$ cat src/rtl/uart_periph.sv
// uart_periph: APB slave UART peripheral with a TX FIFO, an 8N1 serialiser,
// an 8N1 deserialiser with a one-byte holding register, and status flags.
// Register map on PADDR[3:2]: 0 USR, 1 UWD, 2 URD, 3 UCR.
// Optional build macro UART_LOOPBACK_EN adds the UCR LOOP bit, which routes
// the internal serialiser output into the receiver and holds the tx pin high.
module uart_periph #(
    parameter int CLKS_PER_BIT = 868,
    parameter int TX_DEPTH     = 4
) (
    input  logic        PCLK,
    input  logic        PRESET,
    input  logic [3:0]  PADDR,
    input  logic        PWRITE,
    input  logic        PENABLE,
    input  logic        PSEL,
    input  logic [31:0] PWDATA,
    output logic [31:0] PRDATA,
    output logic        PREADY,
    input  logic        rx,
    output logic        tx
);

    localparam int CNT_W  = $clog2(CLKS_PER_BIT);
    localparam int PTR_W  = $clog2(TX_DEPTH);
    localparam int FCNT_W = PTR_W + 1;

    localparam logic [CNT_W-1:0]  BIT_LAST  = CNT_W'(CLKS_PER_BIT - 1);
    localparam logic [CNT_W-1:0]  HALF_LAST = CNT_W'(CLKS_PER_BIT / 2 - 1);
    localparam logic [FCNT_W-1:0] FIFO_FULL = FCNT_W'(TX_DEPTH);

    localparam logic [1:0] ADDR_USR = 2'd0;
    localparam logic [1:0] ADDR_UWD = 2'd1;
    localparam logic [1:0] ADDR_URD = 2'd2;
    localparam logic [1:0] ADDR_UCR = 2'd3;

    typedef enum logic [1:0] {
        ST_IDLE  = 2'd0,
        ST_START = 2'd1,
        ST_DATA  = 2'd2,
        ST_STOP  = 2'd3
    } uart_state_e;

    // APB side
    logic        acc_s;
    logic        wr_s;
    logic        rd_s;
    logic [1:0]  addr_s;
    logic        usr_rd_s;
    logic        urd_rd_s;
    logic [31:0] rd_data_s;
    logic        pready_q, pready_d;
    logic [31:0] prdata_q, prdata_d;

    // status flags
    logic rx_valid_q, rx_valid_d;
    logic overrun_q,  overrun_d;
    logic ferr_q,     ferr_d;

    // TX FIFO
    logic [7:0]        mem_q [TX_DEPTH];
    logic [PTR_W-1:0]  wr_ptr_q, wr_ptr_d;
    logic [PTR_W-1:0]  rd_ptr_q, rd_ptr_d;
    logic [FCNT_W-1:0] count_q, count_d;
    logic              push_s;
    logic              pop_s;
    logic              tx_full_s;
    logic              fifo_empty_s;
    logic              tx_empty_s;

    // TX serialiser
    uart_state_e      tx_state_q, tx_state_d;
    logic [CNT_W-1:0] tx_cnt_q, tx_cnt_d;
    logic [2:0]       tx_bit_q, tx_bit_d;
    logic [7:0]       tx_shift_q, tx_shift_d;
    logic             tx_ser_q, tx_ser_d;

    // RX deserialiser
    logic             rx_meta_q;
    logic             rx_sync_q;
    logic             rx_in_s;
    uart_state_e      rx_state_q, rx_state_d;
    logic [CNT_W-1:0] rx_cnt_q, rx_cnt_d;
    logic [2:0]       rx_bit_q, rx_bit_d;
    logic [7:0]       rx_shift_q, rx_shift_d;
    logic [7:0]       rx_data_q, rx_data_d;
    logic             rx_load_s;
    logic             rx_ferr_s;

    // address and write-data bits that no register decodes
    logic unused_s;
    assign unused_s = ^{PADDR[1:0], PWDATA[31:8]};

    // An access is taken once, in the first PENABLE cycle; PREADY answers next cycle.
    assign acc_s    = PSEL & PENABLE & ~pready_q;
    assign wr_s     = acc_s & PWRITE;
    assign rd_s     = acc_s & ~PWRITE;
    assign addr_s   = PADDR[3:2];
    assign usr_rd_s = rd_s && (addr_s == ADDR_USR);
    assign urd_rd_s = rd_s && (addr_s == ADDR_URD);

    assign tx_full_s    = (count_q == FIFO_FULL);
    assign fifo_empty_s = (count_q == FCNT_W'(0));
    assign tx_empty_s   = fifo_empty_s && (tx_state_q == ST_IDLE);
    // a full FIFO still accepts a push when the serialiser pops in the same cycle
    assign push_s       = wr_s && (addr_s == ADDR_UWD) && (!tx_full_s || pop_s);

    assign PRDATA = prdata_q;
    assign PREADY = pready_q;

`ifdef UART_LOOPBACK_EN
    logic loop_q, loop_d;
    logic tx_pin_q, tx_pin_d;

    assign rx_in_s = loop_q ? tx_ser_q : rx_sync_q;
    assign tx      = tx_pin_q;

    // LOOP control bit and the pin driver that parks tx high while looping
    always_comb begin
        loop_d   = loop_q;
        tx_pin_d = 1'b1;
        if (wr_s && (addr_s == ADDR_UCR)) begin
            loop_d = PWDATA[0];
        end else begin
            loop_d = loop_q;
        end
        if (loop_d) begin
            tx_pin_d = 1'b1;
        end else begin
            tx_pin_d = tx_ser_d;
        end
    end

    // loopback state registers
    always_ff @(posedge PCLK) begin
        if (PRESET) begin
            loop_q   <= 1'b0;
            tx_pin_q <= 1'b1;
        end else begin
            loop_q   <= loop_d;
            tx_pin_q <= tx_pin_d;
        end
    end
`else
    assign rx_in_s = rx_sync_q;
    assign tx      = tx_ser_q;
`endif

    // read-data multiplexer for the addressed register
    always_comb begin
        rd_data_s = 32'h0000_0000;
        case (addr_s)
            ADDR_USR: rd_data_s = {27'h0, ferr_q, overrun_q, rx_valid_q, tx_empty_s, tx_full_s};
            ADDR_UWD: rd_data_s = 32'h0000_0000;
            ADDR_URD: rd_data_s = {24'h0, rx_data_q};
`ifdef UART_LOOPBACK_EN
            ADDR_UCR: rd_data_s = {31'h0, loop_q};
`else
            ADDR_UCR: rd_data_s = 32'h0000_0000;
`endif
            default:  rd_data_s = 32'h0000_0000;
        endcase
    end

    // APB response and status-flag next state, including read side effects
    always_comb begin
        pready_d   = acc_s;
        prdata_d   = prdata_q;
        rx_valid_d = rx_valid_q;
        overrun_d  = overrun_q;
        ferr_d     = ferr_q;

        if (acc_s) begin
            prdata_d = rd_s ? rd_data_s : 32'h0000_0000;
        end else begin
            prdata_d = prdata_q;
        end

        // a new byte beats a concurrent URD read
        if (rx_load_s) begin
            rx_valid_d = 1'b1;
        end else if (urd_rd_s) begin
            rx_valid_d = 1'b0;
        end else begin
            rx_valid_d = rx_valid_q;
        end

        // the byte being replaced counts as lost only if nobody reads it this cycle
        if (rx_load_s && rx_valid_q && !urd_rd_s) begin
            overrun_d = 1'b1;
        end else if (usr_rd_s) begin
            overrun_d = 1'b0;
        end else begin
            overrun_d = overrun_q;
        end

        if (rx_ferr_s) begin
            ferr_d = 1'b1;
        end else if (usr_rd_s) begin
            ferr_d = 1'b0;
        end else begin
            ferr_d = ferr_q;
        end
    end

    // APB response and status registers
    always_ff @(posedge PCLK) begin
        if (PRESET) begin
            pready_q   <= 1'b0;
            prdata_q   <= 32'h0000_0000;
            rx_valid_q <= 1'b0;
            overrun_q  <= 1'b0;
            ferr_q     <= 1'b0;
        end else begin
            pready_q   <= pready_d;
            prdata_q   <= prdata_d;
            rx_valid_q <= rx_valid_d;
            overrun_q  <= overrun_d;
            ferr_q     <= ferr_d;
        end
    end

    // FIFO pointer and occupancy next state; pointers wrap at the power-of-two depth
    always_comb begin
        wr_ptr_d = wr_ptr_q;
        rd_ptr_d = rd_ptr_q;
        count_d  = count_q;
        if (push_s) begin
            wr_ptr_d = wr_ptr_q + PTR_W'(1);
        end else begin
            wr_ptr_d = wr_ptr_q;
        end
        if (pop_s) begin
            rd_ptr_d = rd_ptr_q + PTR_W'(1);
        end else begin
            rd_ptr_d = rd_ptr_q;
        end
        case ({push_s, pop_s})
            2'b10:   count_d = count_q + FCNT_W'(1);
            2'b01:   count_d = count_q - FCNT_W'(1);
            default: count_d = count_q;
        endcase
    end

    // FIFO storage and pointers
    always_ff @(posedge PCLK) begin
        if (PRESET) begin
            wr_ptr_q <= '0;
            rd_ptr_q <= '0;
            count_q  <= '0;
            for (int i = 0; i < TX_DEPTH; i++) begin
                mem_q[i] <= 8'h00;
            end
        end else begin
            wr_ptr_q <= wr_ptr_d;
            rd_ptr_q <= rd_ptr_d;
            count_q  <= count_d;
            if (push_s) begin
                mem_q[wr_ptr_q] <= PWDATA[7:0];
            end
        end
    end

    // TX frame sequencing: pop a byte, then start, 8 data bits LSB first, stop
    always_comb begin
        tx_state_d = tx_state_q;
        tx_cnt_d   = tx_cnt_q;
        tx_bit_d   = tx_bit_q;
        tx_shift_d = tx_shift_q;
        pop_s      = 1'b0;
        tx_ser_d   = 1'b1;
        case (tx_state_q)
            ST_IDLE: begin
                if (!fifo_empty_s) begin
                    pop_s      = 1'b1;
                    tx_shift_d = mem_q[rd_ptr_q];
                    tx_cnt_d   = '0;
                    tx_state_d = ST_START;
                end else begin
                    tx_state_d = ST_IDLE;
                end
            end
            ST_START: begin
                if (tx_cnt_q == BIT_LAST) begin
                    tx_cnt_d   = '0;
                    tx_bit_d   = 3'd0;
                    tx_state_d = ST_DATA;
                end else begin
                    tx_cnt_d = tx_cnt_q + CNT_W'(1);
                end
            end
            ST_DATA: begin
                if (tx_cnt_q == BIT_LAST) begin
                    tx_cnt_d   = '0;
                    tx_shift_d = {1'b0, tx_shift_q[7:1]};
                    if (tx_bit_q == 3'd7) begin
                        tx_state_d = ST_STOP;
                    end else begin
                        tx_bit_d = tx_bit_q + 3'd1;
                    end
                end else begin
                    tx_cnt_d = tx_cnt_q + CNT_W'(1);
                end
            end
            ST_STOP: begin
                if (tx_cnt_q == BIT_LAST) begin
                    tx_cnt_d   = '0;
                    tx_state_d = ST_IDLE;
                end else begin
                    tx_cnt_d = tx_cnt_q + CNT_W'(1);
                end
            end
            default: begin
                tx_cnt_d   = '0;
                tx_state_d = ST_IDLE;
            end
        endcase
        // line level follows the state being entered so the pin is registered
        case (tx_state_d)
            ST_START: tx_ser_d = 1'b0;
            ST_DATA:  tx_ser_d = tx_shift_d[0];
            default:  tx_ser_d = 1'b1;
        endcase
    end

    // TX serialiser registers
    always_ff @(posedge PCLK) begin
        if (PRESET) begin
            tx_state_q <= ST_IDLE;
            tx_cnt_q   <= '0;
            tx_bit_q   <= 3'd0;
            tx_shift_q <= 8'h00;
            tx_ser_q   <= 1'b1;
        end else begin
            tx_state_q <= tx_state_d;
            tx_cnt_q   <= tx_cnt_d;
            tx_bit_q   <= tx_bit_d;
            tx_shift_q <= tx_shift_d;
            tx_ser_q   <= tx_ser_d;
        end
    end

    // two-flop synchroniser for the asynchronous rx pin
    always_ff @(posedge PCLK) begin
        if (PRESET) begin
            rx_meta_q <= 1'b1;
            rx_sync_q <= 1'b1;
        end else begin
            rx_meta_q <= rx;
            rx_sync_q <= rx_meta_q;
        end
    end

    // RX frame sequencing: qualify start at half bit, then sample mid-bit
    always_comb begin
        rx_state_d = rx_state_q;
        rx_cnt_d   = rx_cnt_q;
        rx_bit_d   = rx_bit_q;
        rx_shift_d = rx_shift_q;
        rx_data_d  = rx_data_q;
        rx_load_s  = 1'b0;
        rx_ferr_s  = 1'b0;
        case (rx_state_q)
            ST_IDLE: begin
                if (!rx_in_s) begin
                    rx_cnt_d   = '0;
                    rx_state_d = ST_START;
                end else begin
                    rx_state_d = ST_IDLE;
                end
            end
            ST_START: begin
                if (rx_cnt_q == HALF_LAST) begin
                    rx_cnt_d = '0;
                    rx_bit_d = 3'd0;
                    // line back high at mid start bit: treat as a glitch
                    if (rx_in_s) begin
                        rx_state_d = ST_IDLE;
                    end else begin
                        rx_state_d = ST_DATA;
                    end
                end else begin
                    rx_cnt_d = rx_cnt_q + CNT_W'(1);
                end
            end
            ST_DATA: begin
                if (rx_cnt_q == BIT_LAST) begin
                    rx_cnt_d   = '0;
                    rx_shift_d = {rx_in_s, rx_shift_q[7:1]};
                    if (rx_bit_q == 3'd7) begin
                        rx_state_d = ST_STOP;
                    end else begin
                        rx_bit_d = rx_bit_q + 3'd1;
                    end
                end else begin
                    rx_cnt_d = rx_cnt_q + CNT_W'(1);
                end
            end
            ST_STOP: begin
                if (rx_cnt_q == BIT_LAST) begin
                    rx_cnt_d   = '0;
                    rx_state_d = ST_IDLE;
                    if (rx_in_s) begin
                        rx_load_s = 1'b1;
                        rx_data_d = rx_shift_q;
                    end else begin
                        rx_ferr_s = 1'b1;
                    end
                end else begin
                    rx_cnt_d = rx_cnt_q + CNT_W'(1);
                end
            end
            default: begin
                rx_cnt_d   = '0;
                rx_state_d = ST_IDLE;
            end
        endcase
    end

    // RX deserialiser registers and receive holding register
    always_ff @(posedge PCLK) begin
        if (PRESET) begin
            rx_state_q <= ST_IDLE;
            rx_cnt_q   <= '0;
            rx_bit_q   <= 3'd0;
            rx_shift_q <= 8'h00;
            rx_data_q  <= 8'h00;
        end else begin
            rx_state_q <= rx_state_d;
            rx_cnt_q   <= rx_cnt_d;
            rx_bit_q   <= rx_bit_d;
            rx_shift_q <= rx_shift_d;
            rx_data_q  <= rx_data_d;
        end
    end

endmodule

$ cat config.mk
export PLATFORM = sky130hd
export DESIGN_NAME = uart_periph
export DESIGN_NICKNAME = d
export VERILOG_FILES = /design/src/rtl/uart_periph.sv
export SDC_FILE = /design/constraint.sdc
export NUM_CORES = 1
export LEC_CHECK = 0
export CAP_MARGIN = 20
export CORE_ASPECT_RATIO = 1.2
export CORE_MARGIN = 3
export CORE_UTILIZATION = 57
export DETAILED_ROUTE_END_ITERATION = 7
export DONT_BUFFER_PORTS = 1
export HOLD_SLACK_MARGIN = 0.15
export PLACE_DENSITY = 0.72
export SLEW_MARGIN = 15
export SYNTH_ARGS = -nofsm -noshare
export SYNTH_HDL_FRONTEND = slang
export SYNTH_SLANG_ARGS = --single-unit
$ cat constraint.sdc
create_clock -name PCLK -period 4.3 [get_ports PCLK]
set_input_delay 0.645 -clock PCLK [delete_from_list [all_inputs] [get_ports PCLK]]
set_output_delay 0.645 -clock PCLK [all_outputs]
set_load 0.05 [all_outputs]
; Word level (Yosys, flattened, before mapping)
; Memory sizes are Yosys's and may differ from the RTL's. A register that Yosys moved wholly into a read port is not among the register bits.
; Index checks and enable logic that the tools add are counted.
[word_totals]
register_bits = 100
latchBits = 0
ram_bits = 32
rom_bits = 0
input_bits = 42
output_inout_bits = 34
memories = 1
[classes]
addsub = 8
n_mul = 0
div = 0
n_lt_le_gt_ge = 0
n_eq_ne = 29
shift = 0
muxes = 58
bitwise_logic = 6
n_reduce_logical = 31
[mem_list]
columns = name, depth, word_bits, rd, rd_ports_with_merged_regs, write_ports, line_no
row1 = mem_q, 4, 8, 1, 1, 4, 60  ; logic [7:0] mem_q [TX_DEPTH];
[ops]
columns = cell, count
row1 = one-hot mux 32 bit (3 select lines), 1
row2 = 2-to-1 mux 10 bit, 5
row3 = 2-to-1 mux 32 bit, 1
row4 = one-hot mux 10 bit (3 select lines), 1
row5 = 2-to-1 mux 2 bit, 12
row6 = 2-to-1 mux 8 bit, 3
row7 = 2-to-1 mux 1 bit, 21
row8 = "adder 10 x 1 -> 10 bit, second input constant", 2
row9 = "== test 10 bit, second input constant", 2
row10 = "!= test 2 bit, second input constant", 10
row11 = one-hot mux 10 bit (2 select lines), 1
row12 = 2-to-1 mux 3 bit, 6
row13 = one-hot mux 3 bit (2 select lines), 3
row14 = "== test 2 bit, second input constant", 8
row15 = one-hot mux 2 bit (4 select lines), 2
row16 = one-hot mux 8 bit (2 select lines), 1
row17 = nonzero test 2 bit, 7
row18 = AND reduction 4 bit, 3
row19 = "== test 10 x 9 -> 1 bit, second input constant", 1
row20 = "== test 2 x 1 -> 1 bit, second input constant", 5
row21 = "adder 3 x 1 -> 3 bit, second input constant", 3
row22 = "== test 3 bit, second input constant", 3
row23 = OR reduction 8 bit, 1
row24 = logical AND 1 bit, 7
row25 = other kinds (13), 23

; Logic depth before layout (Yosys ltp)
; Gate-level depths: netlist of run 1.
[depth]
word_depth = 10
depth_mapped = 8
depth_no_buf = 7

; Worst setup path after synthesis of run 1
; OpenSTA, ideal clock, no wires.
[synth_timing]
path_kind = in2reg
startpoint = input port PENABLE
endpoint = memory mem_q[1][0], enable pin
setup_ns = 0.375
arrival_ns = 1.889
required_ns = 3.925
slack_ns = 2.037
stages = 4
cell_sequence = nand3b_1 > a311oi_1 > nand2_1 > o21bai_1
[synth_lines]
columns = element, line_no
row1 = start: declaration, 14  ; input logic PENABLE,
row2 = end: declaration, 60

==> impl_metrics.json, run 1 <==
{
  "outcome": "finished clean",
  "final_min_period_over_clock_period": 0.7233,
  "yosysMostFrequentCell": "sky130_fd_sc_hd__dfxtp_1",
  "power-per-cell-area_nw_per_um2": 435.9,
  "yosys_warnings": 0,
  "clock_path_buffers": 2,
  "synth_top_area_share": 0.3058,
  "cts_tree": "yes",
  "seq_area_frac_synth": 0.4940,
  "timing.final.max_slew_violations": 0,
  "chipHeight_microns": 109.7,
  "drive_above_1_share": 0.09572,
  "antenna_violating_nets_post_route": 0,
  "cts_hold_repair.buffers": 0,
  "hold_viol_final": 0,
  "placementRows": 37,
  "fmax_mhz": 321.5,
  "worst_ep_arrival_time_ns": 3.11,
  "finalSetupViolCount": 0,
  "finalClockSkew_ns": 0.02051,
  "met3WireLength_microns": 280,
  "top_level_ports": 76,
  "htree_num_levels": 3,
  "syn-mean-instance-area_sq_um": 10.36,
  "drt-vias-per-instance": 5.633,
  "worst_hold_path.endpoint": "tx_cnt_q[9]$_SDFFE_PP0P_",
  "grt_overflow": 0,
  "antenna_cells": 0,
  "post_detail_place_hpwl_microns": 6180,
  "crit_required_ns": 4.30,
  "drcViolationCount": 0,
  "worst_ir_drop_vdd_v": 0.0002405,
  "cts_inserted_buffers": 9,
  "synth-main-ff-cell": "sky130_fd_sc_hd__dfxtp_1",
  "clk_sinks": 110,
  "floorplan.die.width_microns": 92.40,
  "cell_types_with_the_highest_counts_after_synthesis": "sky130_fd_sc_hd__dfxtp_1, sky130_fd_sc_hd__nor2_1, sky130_fd_sc_hd__and2_1",
  "rsz0062_at_grt": "false",
  "port-buffer-count": 0,
  "core-area_sq_um": 8657,
  "grt_pass1_vias": 3275,
  "power.static_leakage_uw": 0.001898,
  "setup-tns-final_ns": 0,
  "routability_cong": 0.8656,
  "synth-seq-cells": 110,
  "max_cap_viols": 0,
  "num-nets-final": 536,
  "grt_antenna_before_repair": 0,
  "grt_util_all_layers": 0.1899,
  "area.growth.synth_to_final_pct": 3.602,
  "met2_wirelength_microns": 4509,
  "worst-path-max-fanout": 15,
  "floorplan.initialDensity": 0.5898,
  "wire_per_inst_microns": 14.86,
  "highest_routing_layer_actually_used": "met4",
  "cts.reportedPaths.clkPinSlew_ns": 0.11,
  "detailedRoute.firstIterationViolations": 220,
  "floorplan.die_area_sq_um": 10130,
  "grt_first_pass_wirelength_microns": 15300,
  "timing.reg2reg.worst_path_depth": 4,
  "worstSkewPairLatency_ns": 0.38,
  "critical_path.endpoint_type": "flop",
  "synth_top_cell_by_area": "sky130_fd_sc_hd__dfxtp_1",
  "grt_start_max_net_pins": 79,
  "clock_tree.root_cell": "sky130_fd_sc_hd__clkbuf_8",
  "worst_hold_slack_ns": 0.3551,
  "dr_total_vias": 3425,
  "post_synth_num_cell_types": 63,
  "critPathLaunchType": "flop",
  "synth_edf_count": 32,
  "worst-slew-pin-transition_ns": 0.8911,
  "path_class": "flop to flop",
  "wirelength_met1_microns": 4092,
  "drtPass1Iterations": 4,
  "finalWorstPathRequiredPeriod_ns": 3.110,
  "beginning_of_the_worst_register_to_register_path": "PREADY$_SDFF_PP0_",
  "worstHoldStart": "PRESET",
  "synthCells": 493,
  "ff2ff_setup_slack_ns": 1.19,
  "timing.hold.worst_path_depth": 1,
  "critical_path.reg2reg.endpoint": "mem_q[1][0]$_SDFFCE_PN0P_",
  "slew_headroom": 0.4008,
  "post_synth_main_area_contributors": "sky130_fd_sc_hd__dfxtp_1, sky130_fd_sc_hd__edfxtp_1, sky130_fd_sc_hd__nor2_1",
  "post_cts_resized": 0,
  "worst_hold_path_type": "input port to flop",
  "synth-async-reset-ratio": 0,
  "post-cts-setup-buffer-count": 0,
  "post_route_wl_microns": 9037,
  "syn_area_sq_um": 5106,
  "layout.filler_cells": 730
}
-- metrics by stage --
| step | cells | total power [uW] | utilization | setup WS, ns | area [sq um] |
|---|---|---|---|---|---|
| finish | 608 | 2306 | 0.6111 | 1.190 | 5290 |
| detailed placement | 592 | 1699 | 0.5872 | 1.145 | 5084 |
| floorplan | 516 | 1645 | - | 2.037 | 5192 |
| global placement | 592 | 1688 | 0.5872 | 1.228 | 5084 |
| CTS | 608 | 2323 | 0.6111 | 1.149 | 5290 |
| global route | 608 | 2439 | 0.6111 | 0.9072 | 5290 |
-- final cells by class --
cell class              count  area [sq um]  area share
flip-flops and latches    110          2522      0.4768
inverters                   8         30.03    0.005676
repair buffers              2         15.01    0.002838
multi-input cells         355          2370      0.4480
well taps                 117         146.4     0.02767
clock buffers               9         123.9     0.02342
clock inverters             7         82.58     0.01561
-- worst max path at each step --
stage	from	to	depth (start not counted)
final	PREADY$_SDFF_PP0_	mem_q[1][0]$_SDFFCE_PN0P_	4
after global routing	PREADY$_SDFF_PP0_	mem_q[1][0]$_SDFFCE_PN0P_	4
after CTS	PREADY$_SDFF_PP0_	mem_q[1][0]$_SDFFCE_PN0P_	4
after detailed placement	PENABLE	mem_q[1][7]$_SDFFCE_PN0P_	4
after global placement	PENABLE	mem_q[1][7]$_SDFFCE_PN0P_	4
after floorplan	PENABLE	mem_q[1][0]$_SDFFCE_PN0P_	4
-- worst max-delay path, stage by stage (launching register included) --
cell and delay [ns]:
sky130_fd_sc_hd__dfxtp_1 0.48, sky130_fd_sc_hd__nand3b_1 0.60, sky130_fd_sc_hd__a311oi_1 0.77, sky130_fd_sc_hd__nand2_1 0.18, sky130_fd_sc_hd__o21bai_1 0.71
-- kinds of logic after synthesis --
kind of cell / synth area share
compound gates: 0.1213
xor+xnor: 0.01372
fa+ha+maj: 0.02107
buf+inv: 0.06003
flops: 0.4940
mux: 0.07841
other cells: 0.0007344
simple gates: 0.2107
-- metal layers --
layer	global-route usage	up-vias
met5	0	-
met4	0.07431	0
met3	0.03559	14
met2	0.3266	54
met1	0.2374	1641
li1	-	1716
-- power by group --
| part | switching, uW | internal (uW) |
|---|---|---|
| clock network | 373 | 256 |
| logic | 281 | 173 |
| registers | 88.4 | 1130 |
| total | 743 | 1560 |
-- registers in the layout, indices dropped and copies added (netlist names), 8 cells and up, named ones only --
| name | count |
|---|---|
| tx_shift_q | 8 |
| rx_shift_q | 8 |
| mem_q | 32 |
| rx_cnt_q | 10 |
| tx_cnt_q | 10 |
| PRDATA | 8 |
| rx_data_q | 8 |
-- layout by cell type (no fill, tap or decap), types with 8 or more instances in the layout --
cell,Yosys,final
sky130_fd_sc_hd__a22oi_1,13,13
sky130_fd_sc_hd__o21ai_0,11,11
sky130_fd_sc_hd__inv_1,8,8
sky130_fd_sc_hd__edfxtp_1,32,32
sky130_fd_sc_hd__a21oi_1,31,31
sky130_fd_sc_hd__nand3_1,11,11
sky130_fd_sc_hd__conb_1,1,24
sky130_fd_sc_hd__and2_1,35,35
sky130_fd_sc_hd__nor2_1,63,63
sky130_fd_sc_hd__mux4_2,8,8
sky130_fd_sc_hd__mux2i_1,22,22
sky130_fd_sc_hd__dfxtp_1,78,78
sky130_fd_sc_hd__nand2_1,26,26
sky130_fd_sc_hd__clkbuf_8,0,9
sky130_fd_sc_hd__nor3_1,8,8
No activity file was read; power rests on OpenSTA's default activity.
==> run 2, diff against run 1 <==
==> constraint.sdc (replaced) <==
create_clock -name PCLK -period 3.1 [get_ports PCLK]
set_input_delay 0.465 -clock PCLK [delete_from_list [all_inputs] [get_ports PCLK]]
set_output_delay 0.465 -clock PCLK [all_outputs]
set_load 0.05 [all_outputs]
==> run 2 against run 1 <==
Power is 36% higher. Global-route usage is 0.99 points higher. Sequential cell count stayed put. Clock skew is 0.0095 ns lower. Fmax is 29% higher. Utilization is 0.38 points higher.
==> impl_metrics.json, run 2 (synthesis gave the netlist of run 1 again) <==
{
  "outcome": "finished clean",
  "clock_path_buffers": 2,
  "final_cell_mix": "sky130_fd_sc_hd__dfxtp_1, sky130_fd_sc_hd__nor2_1, sky130_fd_sc_hd__and2_1",
  "layout.cells.most_common": "sky130_fd_sc_hd__dfxtp_1",
  "clock_tree.root_cell": "sky130_fd_sc_hd__clkbuf_8",
  "finalWorstPathRequiredPeriod_ns": 2.404,
  "dr_total_vias": 3421,
  "path_class": "flop to flop",
  "floorplan.die.width_microns": 92.40,
  "critical_path.endpoint_type": "flop",
  "drive_above_1_share": 0.1028,
  "cts_inserted_buffers": 9,
  "area.growth.synth_to_final_pct": 4.239,
  "crit_required_ns": 3.17,
  "timing.reg2reg.worst_path_depth": 4,
  "post-cts-setup-buffer-count": 0,
  "timing.final.max_slew_violations": 0,
  "top_level_ports": 76,
  "worst_path_max_delay_cell": "sky130_fd_sc_hd__dfxtp_1",
  "antenna_cells": 0,
  "slew_headroom": 0.3760,
  "grt_start_max_net_pins": 63,
  "worstSkewPairLatency_ns": 0.38,
  "grt_overflow": 0,
  "critPathLaunchType": "flop",
  "placed_cell_area_sq_um": 5106,
  "clk_sinks": 110,
  "grt_util_all_layers": 0.1997,
  "cpPeakStageDelay_ns": 0.49,
  "fmax_mhz": 415.9,
  "detailedRoute.firstIterationViolations": 239,
  "ff2ff_setup_slack_ns": 0.70,
  "layout.filler_cells": 761,
  "drcViolationCount": 0,
  "worst-slew-pin-transition_ns": 0.9274,
  "fin_area_sq_um": 5323,
  "power-per-cell-area_nw_per_um2": 591.1,
  "worst_ep_arrival_time_ns": 2.48,
  "floorplan.die_area_sq_um": 10130,
  "chipHeight_microns": 109.7,
  "rsz0062_at_grt": "false",
  "max_cap_viols": 0,
  "post_route_wl_microns": 9431,
  "cts_tree": "yes",
  "finalClockSkew_ns": 0.01099,
  "timing.hold.worst_path_depth": 1,
  "setup-tns-final_ns": 0,
  "cts.reportedPaths.clkPinSlew_ns": 0.10,
  "grt_pass1_vias": 3350,
  "floorplan.initialDensity": 0.5898,
  "antenna_violating_nets_post_route": 0,
  "port-buffer-count": 0,
  "regMostFlops": "mem_q",
  "placementRows": 37,
  "core-area_sq_um": 8657,
  "largestRegisters": "mem_q (32), rx_cnt_q (10), tx_cnt_q (10)",
  "final_min_period_over_clock_period": 0.7755,
  "drtPass1Iterations": 4,
  "flip_flop_count_of_the_largest_register_after_layout": 32,
  "finalSetupViolCount": 0,
  "routability_cong": 0.8375,
  "htree_num_levels": 3,
  "wire_per_inst_microns": 15.38,
  "hold_viol_final": 0,
  "worstPathCellList": "nand3b_1 > a311o_4 > nor4_4 > or2_2",
  "worst_hold_path_type": "input port to flop",
  "power.static_leakage_uw": 0.001912,
  "num-nets-final": 541,
  "grt_first_pass_wirelength_microns": 15850,
  "grt_antenna_before_repair": 0,
  "worst-path-max-fanout": 9,
  "drt-vias-per-instance": 5.581,
  "worst_ir_drop_vdd_v": 0.0002997,
  "post_detail_place_hpwl_microns": 6441
}
-- run 2: power by group --
group	switching (uW)	internal [uW]	total, uW	leakage, uW
logic	406	248	654	0.000858
registers	122	1570	1690	0.000962
clock network	496	302	798	0.0000919
total	1020	2120	3150	0.00191
-- run 2: path summary, 6_finish.rpt --
check | endpoint | from
worst min-delay path | rx_meta_q$_SDFF_PP1_ | rx
worst max register to register | mem_q[0][0]$_SDFFCE_PN0P_ | PREADY$_SDFF_PP0_
worst max-delay path | mem_q[0][0]$_SDFFCE_PN0P_ | PREADY$_SDFF_PP0_
worst min register to register | rx_in_s$_SDFF_PP1_ | rx_meta_q$_SDFF_PP1_
-- run 2: per-layer routing --
metal / global-route usage / vias to the layer above / part of all wire
met1: 0.2498 / 1637 / 0.45
met4: 0.1030 / 0 / 0.020
met3: 0.03285 / 10 / 0.033
met2: 0.3349 / 54 / 0.49
li1: - / 1720 / -
met5: 0 / - / 0
-- run 2: what timing repair did --
action	CTS	global route
resized for setup	0	0
hold endpoints to repair	63	0
setup endpoints to repair	0	0
hold buffers	2	0
-- run 2: cell type report --
type                    instances  area [sq um]  area share
clock inverters                 7         55.05     0.01034
clock buffers                   9         123.9     0.02327
repair buffers                  7         75.07     0.01410
inverters                       8         30.03    0.005642
multi-input cells             355          2370      0.4452
flip-flops and latches        110          2522      0.4739
well taps                     117         146.4     0.02750
-- run 2: worst max-delay path, delay by kind of cell (launching register included) --
family / cells / cell delay, ns
DFF: 1 / 0.49
AOI/OAI and AO/OA: 1 / 0.49
and+or+nand+nor: 3 / 1.11
-- run 2: metrics by stage --
step | worst slack (ns) | hold WS [ns] | power (uW) | instances | util
global placement | 0.7417 | 0.4290 | 2341 | 595 | 0.5898
global route | 0.5201 | 0.1740 | 3320 | 613 | 0.6148
detailed placement | 0.6929 | 0.4301 | 2361 | 595 | 0.5898
floorplan | 0.8600 | 0.3895 | 2281 | 516 | -
CTS | 0.6792 | 0.1657 | 3173 | 613 | 0.6148
finish | 0.6958 | 0.1860 | 3146 | 613 | 0.6148
